===== config.mk =====
export PLATFORM = sky130hd
export DESIGN_NAME = image_feed_sequencer
export DESIGN_NICKNAME = d
export VERILOG_FILES = /design/src/rtl/img_seq_pkg.sv /design/src/rtl/line_credit_counter.sv /design/src/rtl/image_feed_sequencer.sv
export SDC_FILE = /design/constraint.sdc
export NUM_CORES = 1
export LEC_CHECK = 0
export ABC_AREA = 1
export CAP_MARGIN = 10
export CORE_MARGIN = 3
export CORE_UTILIZATION = 62
export CTS_BUF_LIST = sky130_fd_sc_hd__clkbuf_16
export CTS_CLUSTER_SIZE = 14
export DETAILED_ROUTE_END_ITERATION = 12
export PLACE_DENSITY = 0.87
export SYNTH_ARGS = -nofsm -noshare
export SYNTH_HDL_FRONTEND = slang
export SYNTH_SLANG_ARGS = --single-unit

===== constraint.sdc =====
create_clock -name axi_clk -period 8.23 [get_ports axi_clk]
set_clock_uncertainty 0.1 [all_clocks]
set_input_delay 1.2345 -clock axi_clk [delete_from_list [all_inputs] [get_ports axi_clk]]
set_output_delay 1.2345 -clock axi_clk [all_outputs]
set_load 0.005 [all_outputs]

===== src/rtl/img_seq_pkg.sv =====
// img_seq_pkg: shared state encoding, default frame geometry and width helper for the image feed sequencer
package img_seq_pkg;

    typedef enum logic [2:0] {
        IDLE,
        SEND_IMG,
        WAIT_CREDIT,
        SEND_PAD,
        DRAIN
    } state_t;

    localparam int DEF_IMG_W         = 512;
    localparam int DEF_IMG_H         = 512;
    localparam int DEF_PREFILL_LINES = 4;
    localparam int DEF_PAD_LINES     = 2;
    localparam int DEF_DW            = 8;
    localparam int DEF_CREDIT_MAX    = 7;

    function automatic int cw(input int n);
        return (n > 1) ? $clog2(n) : 1;
    endfunction

endpackage


===== src/rtl/line_credit_counter.sv =====
// line_credit_counter: turns rising edges of the core line-freed interrupt into a saturating credit count
module line_credit_counter
    import img_seq_pkg::*;
#(
    parameter int CREDIT_MAX = DEF_CREDIT_MAX
) (
    input  logic axi_clk,
    input  logic axi_rst,
    input  logic i_en,
    input  logic i_clr,
    input  logic i_intr,
    input  logic i_consume,
    output logic o_avail,
    output logic o_credit_ovf
);

    localparam int KW = cw(CREDIT_MAX + 1);

    logic [KW-1:0] credits;
    logic          intr_q;
    logic          rise;
    logic          sat;

    // an edge arriving this cycle already counts as available so lines chain without a bubble
    always_comb begin
        rise    = i_en && i_intr && !intr_q;
        sat     = credits == KW'(CREDIT_MAX);
        o_avail = rise || (credits != '0);
    end

    // edge history, credit accumulation/consumption and the sticky overflow flag
    always_ff @(posedge axi_clk or negedge axi_rst) begin
        if (!axi_rst) begin
            intr_q       <= 1'b0;
            credits      <= '0;
            o_credit_ovf <= 1'b0;
        end else begin
            intr_q <= i_intr;
            if (i_clr) begin
                credits      <= '0;
                o_credit_ovf <= 1'b0;
            end else begin
                credits <= credits + KW'(rise && !sat) - KW'(i_consume);
                if (rise && sat)
                    o_credit_ovf <= 1'b1;
            end
        end
    end

endmodule


===== src/rtl/image_feed_sequencer.sv =====
// image_feed_sequencer: gates a raster frame plus trailing zero lines into the 3x3 filter core under line credits
module image_feed_sequencer
    import img_seq_pkg::*;
#(
    parameter int IMG_W         = DEF_IMG_W,
    parameter int IMG_H         = DEF_IMG_H,
    parameter int PREFILL_LINES = DEF_PREFILL_LINES,
    parameter int PAD_LINES     = DEF_PAD_LINES,
    parameter int DW            = DEF_DW,
    parameter int CREDIT_MAX    = DEF_CREDIT_MAX
) (
    input  logic          axi_clk,
    input  logic          axi_rst,
    input  logic          i_start,
    input  logic [DW-1:0] s_data,
    input  logic          s_data_valid,
    output logic          s_data_ready,
    output logic [DW-1:0] m_data,
    output logic          m_data_valid,
    input  logic          m_data_ready,
    input  logic          i_intr,
    input  logic          i_out_valid,
    output logic          o_busy,
    output logic          o_frame_done,
    output logic          o_credit_ovf
);

    localparam int CW = cw(IMG_W);
    localparam int LW = cw(IMG_H + PAD_LINES + 1);
    localparam int OW = cw(IMG_W * IMG_H + 1);
    localparam logic [OW-1:0] TOTAL = OW'(IMG_W * IMG_H);
    localparam logic [LW-1:0] LAST  = LW'(IMG_H + PAD_LINES);

    state_t        state;
    logic [CW-1:0] col;
    logic [LW-1:0] line_idx;
    logic [LW-1:0] nline;
    logic [OW-1:0] out_cnt;
    logic          start;
    logic          xfer;
    logic          line_end;
    logic          avail;
    logic          consume;

    line_credit_counter #(
        .CREDIT_MAX(CREDIT_MAX)
    ) u_credit (
        .axi_clk     (axi_clk),
        .axi_rst     (axi_rst),
        .i_en        (state != IDLE),
        .i_clr       (start),
        .i_intr      (i_intr),
        .i_consume   (consume),
        .o_avail     (avail),
        .o_credit_ovf(o_credit_ovf)
    );

    // zero-latency stream steering and the line-boundary credit decision
    always_comb begin
        start        = state == IDLE && i_start;
        xfer         = (state == SEND_IMG && s_data_valid && m_data_ready) || (state == SEND_PAD && m_data_ready);
        line_end     = xfer && col == CW'(IMG_W - 1);
        nline        = line_idx + 1'b1;
        consume      = avail && (state == WAIT_CREDIT || (line_end && nline >= LW'(PREFILL_LINES) && nline != LAST));
        s_data_ready = state == SEND_IMG && m_data_ready;
        m_data_valid = (state == SEND_IMG && s_data_valid) || state == SEND_PAD;
        m_data       = state == SEND_IMG ? s_data : '0;
        o_busy       = state != IDLE;
        o_frame_done = state == DRAIN && out_cnt == TOTAL;
    end

    // frame FSM with column/line position and filtered-output counting
    always_ff @(posedge axi_clk or negedge axi_rst) begin
        if (!axi_rst) begin
            state    <= IDLE;
            col      <= '0;
            line_idx <= '0;
            out_cnt  <= '0;
        end else begin
            if (state != IDLE && i_out_valid && out_cnt != TOTAL)
                out_cnt <= out_cnt + 1'b1;
            case (state)
                IDLE: begin
                    if (i_start) begin
                        state    <= SEND_IMG;
                        col      <= '0;
                        line_idx <= '0;
                        out_cnt  <= '0;
                    end
                end
                SEND_IMG, SEND_PAD: begin
                    if (xfer) begin
                        col <= line_end ? '0 : col + 1'b1;
                        if (line_end) begin
                            line_idx <= nline;
                            state    <= nline < LW'(PREFILL_LINES) ? SEND_IMG :
                                        nline == LAST             ? DRAIN :
                                        !avail                    ? WAIT_CREDIT :
                                        nline < LW'(IMG_H)        ? SEND_IMG : SEND_PAD;
                        end
                    end
                end
                WAIT_CREDIT: begin
                    if (avail)
                        state <= line_idx < LW'(IMG_H) ? SEND_IMG : SEND_PAD;
                end
                DRAIN: begin
                    if (o_frame_done)
                        state <= IDLE;
                end
                default: state <= IDLE;
            endcase
        end
    end

endmodule


# Word-level counts from Yosys, hierarchy flattened
# Cells that the tools add are included.
word_totals:
  register_bits: 46
  inputBits: 15
  elab_cells: 88
classes:
  n_addsub: 5
  n_lt_le_gt_ge: 4
  n_eq_ne: 15
  muxes: 26
  n_reduce_logical: 31
op_table:
  columns: ["op", "n"]
  rows:
  - ["2-to-1 mux 19 bit", 3]
  - ["2-to-1 mux 10 bit", 3]
  - ["2-to-1 mux 9 bit", 3]
  - ["2-to-1 mux 3 bit", 8]
  - ["less-than comparator 10 bit (second input constant)", 2]
  - ["one-hot mux 10 bit (2 select lines)", 1]
  - ["adder 19 x 1 -> 19 bit (second input constant)", 1]
  - ["== test 19 bit (second input constant)", 1]
  - ["inequality test 19 bit (second input constant)", 1]
  - ["one-hot mux 9 bit (2 select lines)", 1]
  - ["logical AND 1 bit", 16]
  - ["one-hot mux 3 bit (4 select lines)", 1]
  - ["adder 10 x 1 -> 10 bit (second input constant)", 1]
  - ["== test 10 bit (second input constant)", 1]
  - ["greater-or-equal comparator 10 x 3 -> 1 bit (second input constant)", 1]
  - ["less-than comparator 10 x 3 -> 1 bit (second input constant)", 1]
  - ["inequality test 10 bit (second input constant)", 1]
  - ["inequality test 2 bit (second input constant)", 5]
  - ["adder 9 x 1 -> 9 bit (second input constant)", 1]
  - ["== test 9 bit (second input constant)", 1]
  - ["2-to-1 mux 8 bit", 1]
  - ["== test 3 x 2 -> 1 bit (second input constant)", 2]
  - ["== test 3 bit (second input constant)", 2]
  - ["2-to-1 mux 2 bit", 3]
  - ["13 further kinds", 20]

# Logic depth before layout (Yosys ltp)
# Gate-level depths: netlist of the first run.
logic_depth:
  ltp_word: 11
  ltp_mapped: 18
  depth_no_buf: 18

# Modules after synthesis
# A second synthesis of the first run with hierarchy kept.
unflattened:
  cells_unflattened: 439
  area_unflattened_um2: 3024.2
by_module_without_submodules:
  columns: ["mod", "instances", "cells_per_inst", "area_per_inst_um2", "seq_area_each_um2"]
  rows:
  - ["image_feed_sequencer", 1, 407, 2742.6, 1026.0]
  - ["line_credit_counter", 1, 32, 281.5, 125.1]

# Worst setup path after synthesis of the first run
# No wires, ideal clock.
synth_path:
  path_kind: "input port to flip-flop"
  startpoint: "input port s_data_valid"
  endpoint: "register u_credit.credits[1]"
  setup_time_ns: 0.114
  arrival_time_ns: 2.815
  required_time_ns: 8.016
  setup_slack_ns: 5.202
  cell_stages: 12
  n_path_buf: 0
  path_cell_list: "inv_1 a21oi_4 nand3_4 clkinv_2 nand2_1 o21ai_0 ha_1 inv_1 ha_1 fa_1 nand2_1 inv_1"
synth_between:
  elab_chain_cells: 10
synth_rtl:
  columns: ["item", "line", "text"]
  rows:
  - ["start: declaration", "image_feed_sequencer.sv:16", "input logic s_data_valid,"]
  - ["logical AND 1 bit (2 in series)", "image_feed_sequencer.sv:61", "xfer = (state == SEND_IMG && s_data_valid && m_data_ready) || (state == SEND_PAD && m_data_ready);"]
  - ["logical OR 1 bit", "image_feed_sequencer.sv:61", null]
  - ["logical AND 1 bit", "image_feed_sequencer.sv:62", "line_end = xfer && col == CW'(IMG_W - 1);"]
  - ["logical AND 1 bit (2 in series)", "image_feed_sequencer.sv:64", "consume = avail && (state == WAIT_CREDIT || (line_end && nline >= LW'(PREFILL_LINES) && nline != LAST));"]
  - ["logical OR 1 bit", "image_feed_sequencer.sv:64", null]
  - ["logical AND 1 bit", "image_feed_sequencer.sv:64", null]
  - ["subtractor 3 x 1 -> 3 bit", "line_credit_counter.sv:43", "credits <= credits + KW'(rise && !sat) - KW'(i_consume);"]
  - ["2-to-1 mux 3 bit", "line_credit_counter.sv:39", "if (i_clr) begin"]
  - ["end signal: assignment", "line_credit_counter.sv:43", null]
  - ["end: declaration", "line_credit_counter.sv:19", "logic [KW-1:0] credits;"]
# Every way passes these cells.
# A chain may end at the register's enable or synchronous reset.

# Final worst setup path of the first run
layout_path:
  startpoint: "input port s_data_valid"
  endpoint: "output port m_data_valid"
layout_between:
  elab_chain_cells: 2
layout_rtl:
  columns: ["item", "line", "text"]
  rows:
  - ["logical AND 1 bit", "image_feed_sequencer.sv:66", "m_data_valid = (state == SEND_IMG && s_data_valid) || state == SEND_PAD;"]
  - ["logical OR 1 bit", "image_feed_sequencer.sv:66", null]
  - ["end: declaration", "image_feed_sequencer.sv:19", "output logic m_data_valid,"]
# Every way passes these cells.

==> reports/qor.yml, run 1 <==
run_status:
  status: "complete, no violations"
critical_path:
  critical_path.startpoint_type: "primary input"
  cp_num_buf_inv: 3
  path_delay_family: "buffers and inverters"
  crit_required_ns: 6.90
  path_class: "primary input to output pin"
  cp_max_fo: 3
  endpoint_kind: "output pin"
  path_cells: "clkdlybuf4s50_1 > inv_1 > a21oi_4 > clkdlybuf4s50_1"
  cpPeakStageDelay_ns: 0.57
  slowest_stage: "clkdlybuf4s50_1"
  cpMostUsedCell: "clkdlybuf4s50_1"
  crit_arrival_ns: 2.55
logic_synthesis:
  netlist_area_mm2: 0.00296
  synth_nets: 438
  ys.flop_type: "dfrtp_1"
  syn_inst: 414
  synth-async-reset-ratio_pct: 100
  yosys_register_bits: 46
  synth_cell_types: 35
  seq_area_frac_synth_pct: 38.8
  syn_area_per_cell_um2: 7.16
  synth_enable_flop_cells: 0
  ys_warn_count: 0
timing:
  worst_slew_pin_slew_ns: 1.02
  max_slew_margin_pct: 32.2
  final.setup.tns_ns: 0
  setup_viol: 0
  min_period_over_period_pct: 47.2
  rsz0062_at_grt: "no"
  hold_viol: 0
  clock.fmax_mhz: 257
  report.final.slew_viol_count: 0
  finalCriticalPeriod_ns: 3.89
pwr:
  clkPwrFrac_pct: 17.3
  p_sw_mw: 0.470
  total_power_mw: 1.07
  intPower_mw: 0.599
  sw_frac_of_total_pct: 43.9
  combPwrFrac_pct: 45.0
  power_density_mw_per_mm2: 317
  peakVddDrop_mv: 0.169
  p_leak_nw: 1.61
  p_seq_share_pct: 37.7
detailed_routing:
  route.antenna.remaining_nets: 0
  routedWlPerCell_um: 14.0
  detail_route.vias_per_cell: 5.67
  drtIter0Drc: 237
  drc: 0
  vias: 2790
  wirelength_um: 6870
  first_pass_iters: 5
clocking:
  cts_tree: "done"
  clkSinkCount: 46
  cts.root.buffer_cell: "clkbuf_16"
  numCtsBuffers: 5
  insertion_delay_ns: 0.28
  post_cts_resized: 0
  post-cts-setup-buffer-count: 0
  holdBufCountCts: 0
  clk_pin_slew_ns: 0.06
  clk_path_buf_depth: 2
  cts_max_level: 2
global_routing:
  overflow: 0
  grt_pass1_wl_um: 11100
  grt_pass1_vias: 2539
  antenna_found_initial: 0
  track_usage_pct: 25.6
  grt_max_degree: 47
layout:
  antennaDiodeCount: 0
  nets: 464
  syn_to_final_growth_pct: 13.8
  fin_area_mm2: 0.00337
  drive_gt1_share_pct: 6.59
floorplan:
  rows: 24
  start_util_pct: 66.2
  die_width_um: 75.1
  die_y_um: 75.1
  core_area_mm2: 0.00447
  die-area_mm2: 0.00565
  io_pins: 28
placed_design:
  portBuffers: 27
  place_area_mm2: 0.00324
  dp_hpwl_um: 4950
  place.gp.congestion: 0.989
min_path:
  hold_path.class: "flop to flop"
flow_run:
  drv_cap: 0
[power groups by stage]
stage	Clock, mW	Combinational [mW]	Sequential [mW]
CTS	0.189	0.478	0.399
floorplan	0	0.357	0.373
detailed placement	0	0.473	0.399
finish	0.185	0.481	0.403
global placement	0	0.450	0.396
global route	0.197	0.542	0.414
[cell families (layout without fill, tap and decap cells)]
logic type      Yosys count  count (layout)  share of synthesized area, %
simple gates            214             214                          32.1
buf+inv                  75             101                          10.3
compound gates           60              60                          11.7
flops                    46              46                          38.8
xor+xnor                 10              10                          2.95
fa+ha+maj                 9               9                          4.05
[per-stage QoR]
step,utilization [%],cells,hold slack (ns),setup WS [ns]
final,75.4,492,0.397,4.34
after global routing,75.4,492,0.416,4.33
after CTS,75.4,492,0.399,4.36
after detailed placement,72.5,485,0.384,4.36
after global placement,72.5,485,0.376,4.39
after floorplan,-,414,0.359,5.20
[registers in the layout, indices dropped and copies added (netlist names)]
name	flops
out_cnt	19
u_credit.intr_q	1
u_credit.o_credit_ovf	1
col	9
line_idx	10
u_credit.credits	3
state	3
[layout by cell type, fill, tap and decap left out]
cell type / instances
inv_2: 7
o22ai_1: 6
clkdlybuf4s50_1: 26
nand4_2: 1
nor4_1: 2
buf_2: 1
nor3_1: 10
nand2_2: 2
xor2_1: 10
nor3_2: 2
nand4_1: 9
nand3_4: 1
a211oi_1: 3
clkbuf_16: 5
o21ai_1: 2
nor2_1: 52
a22oi_1: 1
a21oi_1: 23
nor2_2: 3
nand3_2: 1
o21a_1: 1
nand3b_1: 1
a31oi_1: 1
nor2_4: 2
o21ai_2: 1
ha_1: 8
inv_1: 61
o21ai_0: 20
a21oi_4: 2
nand2_1: 99
clkinv_2: 1
dfrtp_1: 46
nand3_1: 29
fa_1: 1
[final cells by class]
cell class / instances / area, um2
inverter: 67 / 253
sequential: 46 / 1150
clock buffer: 5 / 125
tap: 52 / 65.1
multi-input combinational: 293 / 1510
fill: 338 / 1100
clock inverter: 2 / 7.51
timing repair buffer: 27 / 265
[final timing paths]
check                                       to         start  cells after the start  slack [ns]
max                               m_data_valid  s_data_valid                      4        4.34
min in group asynchronous          out_cnt[10]       axi_rst                      1        1.03
max in group asynchronous          line_idx[7]       axi_rst                      1        6.37
min reg2reg                             col[8]        col[8]                      2        0.40
max reg2reg                u_credit.credits[1]        col[0]                     18        5.03
min                                     col[8]        col[8]                      2        0.40
[worst reg2reg max path: stages (launching register included)]
cell	delay, ns
dfrtp_1	0.40
ha_1	0.18
inv_1	0.05
nor3_1	0.21
nand2_1	0.10
nor2_1	0.14
nand2_1	0.09
nor2_1	0.10
ha_1	0.21
nand3_4	0.14
clkinv_2	0.13
nand2_1	0.08
o21ai_0	0.16
ha_1	0.25
inv_1	0.05
ha_1	0.15
fa_1	0.42
nand2_1	0.09
inv_1	0.05
[synthesized netlist by cell type, types with 2 or more instances]
master,instances,area (um2)
nand2_1,99,372
inv_1,59,221
nor2_1,52,195
dfrtp_1,46,1150
nand3_1,29,145
a21oi_1,23,115
o21ai_0,20,100
nor3_1,10,50.1
xor2_1,10,87.6
nand4_1,9,56.3
ha_1,8,100
inv_2,7,26.3
o22ai_1,6,37.5
a211oi_1,3,22.5
buf_2,3,15.0
nor2_2,3,18.8
a21oi_4,2,32.5
buf_6,2,22.5
clkbuf_1,2,7.51
nand2_2,2,12.5
nor2_4,2,22.5
nor3_2,2,20.0
nor4_1,2,12.5
o21ai_1,2,10.0
[routing by layer]
| layer | routed length [um] | share of wire (%) | up-vias | GRT usage (%) |
|---|---|---|---|---|
| li1 | - | - | 1374 | - |
| met1 | 3110 | 45 | 1280 | 35.5 |
| met2 | 3150 | 46 | 119 | 40.6 |
| met3 | 475 | 6.9 | 17 | 5.21 |
| met4 | 136 | 2.0 | 0 | 8.35 |
| met5 | 0 | 0 | - | 0 |
Note: power is estimated with default switching activity, not from simulation.
==> run 2, diff against run 1 <==
- CORE_UTILIZATION: 62 -> 58
- PLACE_DENSITY: 0.87 -> 0.83
- clock period: 8.23 -> 3.8 ns (I/O delays scaled with it)
==> run 2 against run 1 <==
Net effect: register-to-register slack got worse by 4.4 ns; core utilization is 5.1 points lower; first-iteration DRC count shrank 0.42%; flip-flop and latch count unchanged; sequential share of layout area decreased by 0.15 points; sequential power rose by 110%; via count decreased by 0.32%; clock-buffer cell count is the same; critical path type is now flop to flop; largest power group unchanged.
==> reports/qor.yml, run 2 (synthesis gave the netlist of run 1 again) <==
run_status:
  status: "complete, no violations"  # unchanged
placed_design:
  portBuffers: 27  # unchanged
  place.gp.congestion: 0.998  # was 0.989
  dp.cells: 500  # was 485
  place_ws_ns: 0.652  # was 4.36 ns
  dp_hpwl_um: 4890  # was 4950 um
floorplan:
  core_area_mm2: 0.00482  # was 0.00447 mm2
  rows: 25  # was 24
  io_pins: 28  # unchanged
  start_util_pct: 61.5  # was 66.2%
  die-area_mm2: 0.00600  # was 0.00565 mm2
  die_width_um: 77.5  # was 75.1 um
  die_y_um: 77.5  # was 75.1 um
clocking:
  clkSinkCount: 46  # unchanged
  post_cts_resized: 0  # unchanged
  cts.root.buffer_cell: "clkbuf_16"  # unchanged
  insertion_delay_ns: 0.29  # was 0.28 ns
  numCtsBuffers: 5  # unchanged
  cts_max_level: 2  # unchanged
  cts_tree: "done"  # unchanged
  post-cts-setup-buffer-count: 0  # unchanged
  clk_pin_slew_ns: 0.06  # about the same
  clk_path_buf_depth: 2  # unchanged
  holdBufCountCts: 0  # unchanged
global_routing:
  grt_max_degree: 47  # unchanged
  track_usage_pct: 24.0  # was 25.6%
  grtUsageMet3_pct: 5.10  # was 5.21%
  grt_pass1_vias: 2625  # was 2,539
  met1_usage_pct: 32.9  # was 35.5%
  antenna_found_initial: 0  # unchanged
  grt_pass1_wl_um: 11700  # was 11,100 um
  use_met2_pct: 38.2  # was 40.6%
  busiest_layer: "met2"  # unchanged
  overflow: 0  # unchanged
pwr:
  peakVddDrop_mv: 0.410  # was 0.169 mV
  p_seq_share_pct: 37.5  # was 37.7%
  p_sw_mw: 1.00  # was 0.470 mW
  combPwrFrac_pct: 44.8  # was 45.0%
  clkPwrFrac_pct: 17.7  # was 17.3%
  sw_frac_of_total_pct: 43.6  # was 43.9%
  intPower_mw: 1.30  # was 0.599 mW
  power_density_mw_per_mm2: 679  # was 317 mW/mm2
  p_leak_nw: 1.60  # was 1.61 nW
critical_path:
  path_delay_family: "adder cells"  # was buffers and inverters
  cpMostUsedCell: "ha_1"  # was clkdlybuf4s50_1
  critical_path.startpoint_type: "flop"  # was primary input
  crit_arrival_ns: 3.24  # was 2.55 ns
  endpoint_kind: "flop"  # was output pin
  crit_required_ns: 3.87  # was 6.90 ns
  path_cells: "ha_1 > inv_1 > nor3_1 > nand2_1 > nor2_1 > nand2_1 > nor2_1 > ha_1 > nand3_4 > clkinv_2 > nand2_1 > o21ai_0 > ha_1 > inv_1 > ha_1 > fa_1 > o21ai_0 > a21oi_1"  # was clkdlybuf4s50_1 > inv_1 > a21oi_4 > clkdlybuf4s50_1
  cp_num_buf_inv: 3  # unchanged
  cp_max_fo: 7  # was 3
  path_class: "flop to flop"  # was primary input to output pin
  slowest_stage: "dfrtp_1"  # was clkdlybuf4s50_1
  cpPeakStageDelay_ns: 0.39  # was 0.57 ns
layout:
  largest_reg_flops: 19  # unchanged
  antennaDiodeCount: 0  # unchanged
  final_cell_mix: "nand2_1, inv_1, nor2_1"  # unchanged
  final_common_cell: "nand2_1"  # unchanged
  regMostFlops: "out_cnt"  # unchanged
  layout.core_utilization_pct: 70.4  # was 75.4%
  layout.cells.non_filler: 506  # was 492
  nets: 464  # unchanged
  reg_top3: "out_cnt: 19 flops, line_idx: 10 flops, col: 9 flops"  # unchanged
  syn_to_final_growth_pct: 14.4  # was 13.8%
  drive_gt1_share_pct: 6.61  # was 6.59%
timing:
  hold_viol: 0  # unchanged
  clock.fmax_mhz: 315
  final.setup.tns_ns: 0  # unchanged
  finalCriticalPeriod_ns: 3.17
  setup_viol: 0  # unchanged
  setup_slack_ns: 0.629  # was 4.34 ns
  holdWs_ns: 0.354  # was 0.397 ns
  report.final.slew_viol_count: 0  # unchanged
  min_period_over_period_pct: 83.5
  worst_slew_pin_slew_ns: 1.00  # was 1.02 ns
  rsz0062_at_grt: "no"  # unchanged
  max_slew_margin_pct: 33.2  # was 32.2%
min_path:
  hold_path.class: "primary input to async pin"  # was flop to flop
detailed_routing:
  vias: 2781  # was 2,790
  first_pass_iters: 5  # unchanged
  drc: 0  # unchanged
  route.antenna.remaining_nets: 0  # unchanged
  drtIter0Drc: 236  # was 237
  routedWlPerCell_um: 13.1  # was 14.0 um
  wirelength_um: 6610  # was 6870 um
  detail_route.vias_per_cell: 5.50  # was 5.67
flow_run:
  drv_cap: 0  # unchanged
## run 2: changes by cell type in the layout (fill, tap and decap cells not counted), sizes merged
cell    change
clkinv      +1
inv         -2
## run 2: worst reg2reg max path, cell delays in order (launching register included)
cell	delay [ns]
dfrtp_1	0.39
ha_1	0.19
inv_1	0.06
nor3_1	0.20
nand2_1	0.10
nor2_1	0.13
nand2_1	0.08
nor2_1	0.09
ha_1	0.19
nand3_4	0.13
clkinv_2	0.12
nand2_1	0.07
o21ai_0	0.19
ha_1	0.15
inv_1	0.04
ha_1	0.20
fa_1	0.39
o21ai_0	0.20
a21oi_1	0.06
## run 2: final timing paths
path | startpoint | to | slack, ns | cells past startpoint
worst max-delay path | col[0] | u_credit.credits[2] | 0.63 | 18
worst min-delay path | axi_rst | out_cnt[12] | 0.35 | 1
worst max register to register | col[0] | u_credit.credits[2] | 0.63 | 18
worst min register to register | col[8] | col[8] | 0.41 | 2
max in group asynchronous | axi_rst | out_cnt[6] | 2.62 | 1
min in group axi_clk | col[8] | col[8] | 0.41 | 2
## run 2: final cells by class
type                    count  area (um2)
multi-input cells         293        1510
fillers                   403        1430
flip-flops and latches     46        1150
repair buffers             27         265
inverters                  67         253
clock buffers               5         125
well taps                  67        83.8
clock inverters             1        3.75
## run 2: routing by layer
metal	up-vias	routed length [um]
li1	1385	-
met1	1287	3020
met2	100	3090
met3	9	418
met4	0	74
met5	-	0
## run 2: per-stage QoR
| stage | instance area (um2) | power (mW) |
|---|---|---|
| after floorplan | 2960 | 1.58 |
| after global placement | 3260 | 1.84 |
| after detailed placement | 3260 | 1.88 |
| after CTS | 3390 | 2.30 |
| after global routing | 3390 | 2.51 |
| final | 3390 | 2.30 |
## run 2: power by group through the flow
stage | Combinational, mW | Sequential (mW) | Clock [mW]
after global placement | 0.980 | 0.859 | 0
final | 1.03 | 0.864 | 0.407
after global routing | 1.19 | 0.891 | 0.430
after floorplan | 0.772 | 0.808 | 0
after detailed placement | 1.02 | 0.865 | 0
after CTS | 1.03 | 0.857 | 0.410
==> run 3, diff against run 2 <==
- CORE_UTILIZATION: 58 -> 52
- PLACE_DENSITY: 0.83 -> 0.78
- clock period: 3.8 -> 2.9 ns (I/O delays scaled with it)
==> run 3 against run 2 <==
Net effect: hold slack got worse by 0.33 ns; global-route usage decreased by 1.4 points; non-clock buffer count rose by 16; cell area is 7.1% higher; register-to-register slack lost 0.59 ns; sequential share of layout area shrank 2.2 points; combinational power is 45% higher; die area grew 11%; wire length rose by 8.6%; largest cell class unchanged; largest power group unchanged.
==> reports/qor.yml, run 3 (synthesis gave the netlist of run 1 again) <==
run_status:
  status: "complete, no violations"  # unchanged
pwr:
  p_leak_nw: 1.70  # was 1.60 nW
  peakVddDrop_mv: 0.493  # was 0.410 mV
  power_density_mw_per_mm2: 901  # was 679 mW/mm2
timing:
  worst_slew_pin_slew_ns: 0.626  # was 1.00 ns
  hold_viol: 0  # unchanged
  setup_viol: 0  # unchanged
  min_period_over_period_pct: 98.8  # was 83.5%
  report.final.slew_viol_count: 0  # unchanged
  max_slew_margin_pct: 58.2  # was 33.2%
  finalCriticalPeriod_ns: 2.87  # was 3.17 ns
  rsz0062_at_grt: "yes"  # was no
  clock.fmax_mhz: 349  # was 315 MHz
  holdWs_ns: 0.0238  # was 0.354 ns
layout:
  syn_to_final_growth_pct: 22.5  # was 14.4%
  layout.cells.non_filler: 527  # was 506
  nFillCells: 406  # was 403
  fin_area_mm2: 0.00363  # was 0.00339 mm2
  largest_reg_flops: 19  # unchanged
  final_cell_mix: "nand2_1, inv_1, nor2_1"  # unchanged
  final_common_cell: "nand2_1"  # unchanged
  antennaDiodeCount: 0  # unchanged
  reg_top3: "out_cnt: 19 flops, line_idx: 10 flops, col: 9 flops"  # unchanged
  drive_gt1_share_pct: 14.4  # was 6.61%
  nets: 480  # was 464
  regMostFlops: "out_cnt"  # unchanged
min_path:
  hold_path.class: "primary input to async pin"  # unchanged
clocking:
  clk_path_buf_depth: 2  # unchanged
  numCtsBuffers: 5  # unchanged
  clk_pin_slew_ns: 0.06  # about the same
  cts_tree: "done"  # unchanged
  cts.root.buffer_cell: "clkbuf_16"  # unchanged
  cts_max_level: 2  # unchanged
  clkSinkCount: 46  # unchanged
  insertion_delay_ns: 0.29  # about the same
  holdBufCountCts: 0  # unchanged
detailed_routing:
  routedWlPerCell_um: 13.6  # was 13.1 um
  drtIter0Drc: 295  # was 236
  drc: 0  # unchanged
  wirelength_um: 7180  # was 6610 um
  detail_route.vias_per_cell: 5.42  # was 5.50
  route.antenna.remaining_nets: 0  # unchanged
  first_pass_iters: 5  # unchanged
  vias: 2857  # was 2,781
floorplan:
  die_y_um: 81.5  # was 77.5 um
  start_util_pct: 55.9  # was 61.5%
  rows: 26  # was 25
  die-area_mm2: 0.00664  # was 0.00600 mm2
  die_width_um: 81.5  # was 77.5 um
  io_pins: 28  # unchanged
  core_area_mm2: 0.00530  # was 0.00482 mm2
placed_design:
  dp.cells: 511  # was 500
  place_area_mm2: 0.00332  # was 0.00326 mm2
  dp_hpwl_um: 5060  # was 4890 um
  place.gp.congestion: 0.964  # was 0.998
  portBuffers: 27  # unchanged
critical_path:
  crit_required_ns: 2.97  # was 3.87 ns
  cp_max_fo: 3  # was 7
  endpoint_kind: "flop"  # unchanged
  crit_arrival_ns: 2.94  # was 3.24 ns
  cp_num_buf_inv: 2  # was 3
  path_delay_family: "adder cells"  # unchanged
  cpPeakStageDelay_ns: 0.44  # was 0.39 ns
  path_cells: "ha_4 > buf_4 > xor2_1 > a21oi_1 > nand2_2 > nor2_2 > nand2_1 > nand2_2 > o21ai_2 > ha_1 > inv_1 > ha_2 > fa_1 > o21ai_1 > a21oi_1"  # was ha_1 > inv_1 > nor3_1 > nand2_1 > nor2_1 > nand2_1 > nor2_1 > ha_1 > nand3_4 > clkinv_2 > nand2_1 > o21ai_0 > ha_1 > inv_1 > ha_1 > fa_1 > o21ai_0 > a21oi_1
  path_class: "flop to flop"  # unchanged
  critical_path.startpoint_type: "flop"  # unchanged
  slowest_stage: "dfrtp_1"  # unchanged
global_routing:
  grt_pass1_wl_um: 11800  # was 11,700 um
  met1_usage_pct: 32.4  # was 32.9%
  overflow: 0  # unchanged
  grt_pass1_vias: 2656  # was 2,625
  track_usage_pct: 22.6  # was 24.0%
  busiest_layer: "met2"  # unchanged
  use_met2_pct: 34.8  # was 38.2%
  antenna_found_initial: 0  # unchanged
  grtUsageMet3_pct: 4.93  # was 5.10%
  grt_max_degree: 25  # was 47
flow_run:
  drv_cap: 0  # unchanged
-- run 3: area by class of cell --
| type | instances | area, um2 | area share [%] |
|---|---|---|---|
| Clock buffer | 5 | 125 | 3.45 |
| Clock inverter | 3 | 41.3 | 1.14 |
| Inverter | 67 | 254 | 7.00 |
| Multi-Input combinational cell | 293 | 1590 | 43.7 |
| Sequential cell | 46 | 1150 | 31.7 |
| Tap cell | 70 | 87.6 | 2.41 |
| Timing Repair Buffer | 43 | 385 | 10.6 |
-- run 3: final timing paths --
| check | slack [ns] | endpoint | cells after the start | from |
|---|---|---|---|---|
| max in group asynchronous | 1.94 | line_idx[2] | 2 | axi_rst |
| setup reg to reg | 0.03 | u_credit.credits[2] | 15 | line_idx[1] |
| hold / removal | 0.02 | out_cnt[12] | 1 | axi_rst |
| min in group axi_clk | 0.40 | u_credit.o_credit_ovf | 1 | u_credit.o_credit_ovf |
| hold reg to reg | 0.40 | u_credit.o_credit_ovf | 1 | u_credit.o_credit_ovf |
| setup / recovery | 0.03 | u_credit.credits[2] | 15 | line_idx[1] |
-- run 3: repair_timing --
item	in CTS	in global routing
gates cloned	0	0
buffers inserted	0	8
setup endpoints to repair	3	3
pin swaps	0	4
resized for setup	3	22
-- run 3: where the power goes --
part           switching, mW  internal [mW]
clock                  0.250          0.404
sequential             0.247          0.876
combinational          0.905          0.588
total                   1.40           1.87
-- run 3: layer usage --
layer	up-vias	routed length (um)
met5	-	0
met3	7	569
li1	1415	-
met4	0	66
met2	110	3190
met1	1325	3350
-- run 3: stage by stage --
step                power, mW  utilization, %  setup WS, ns  setup TNS [ns]
finish                   3.27            68.5        0.0342               0
global route             3.54            68.5       -0.0957          -0.191
CTS                      3.18            66.0        0.0210               0
detailed placement       2.52            62.7       -0.0660          -0.119
global placement         2.46            62.7        0.0657               0
floorplan                2.07               -        0.0798               0
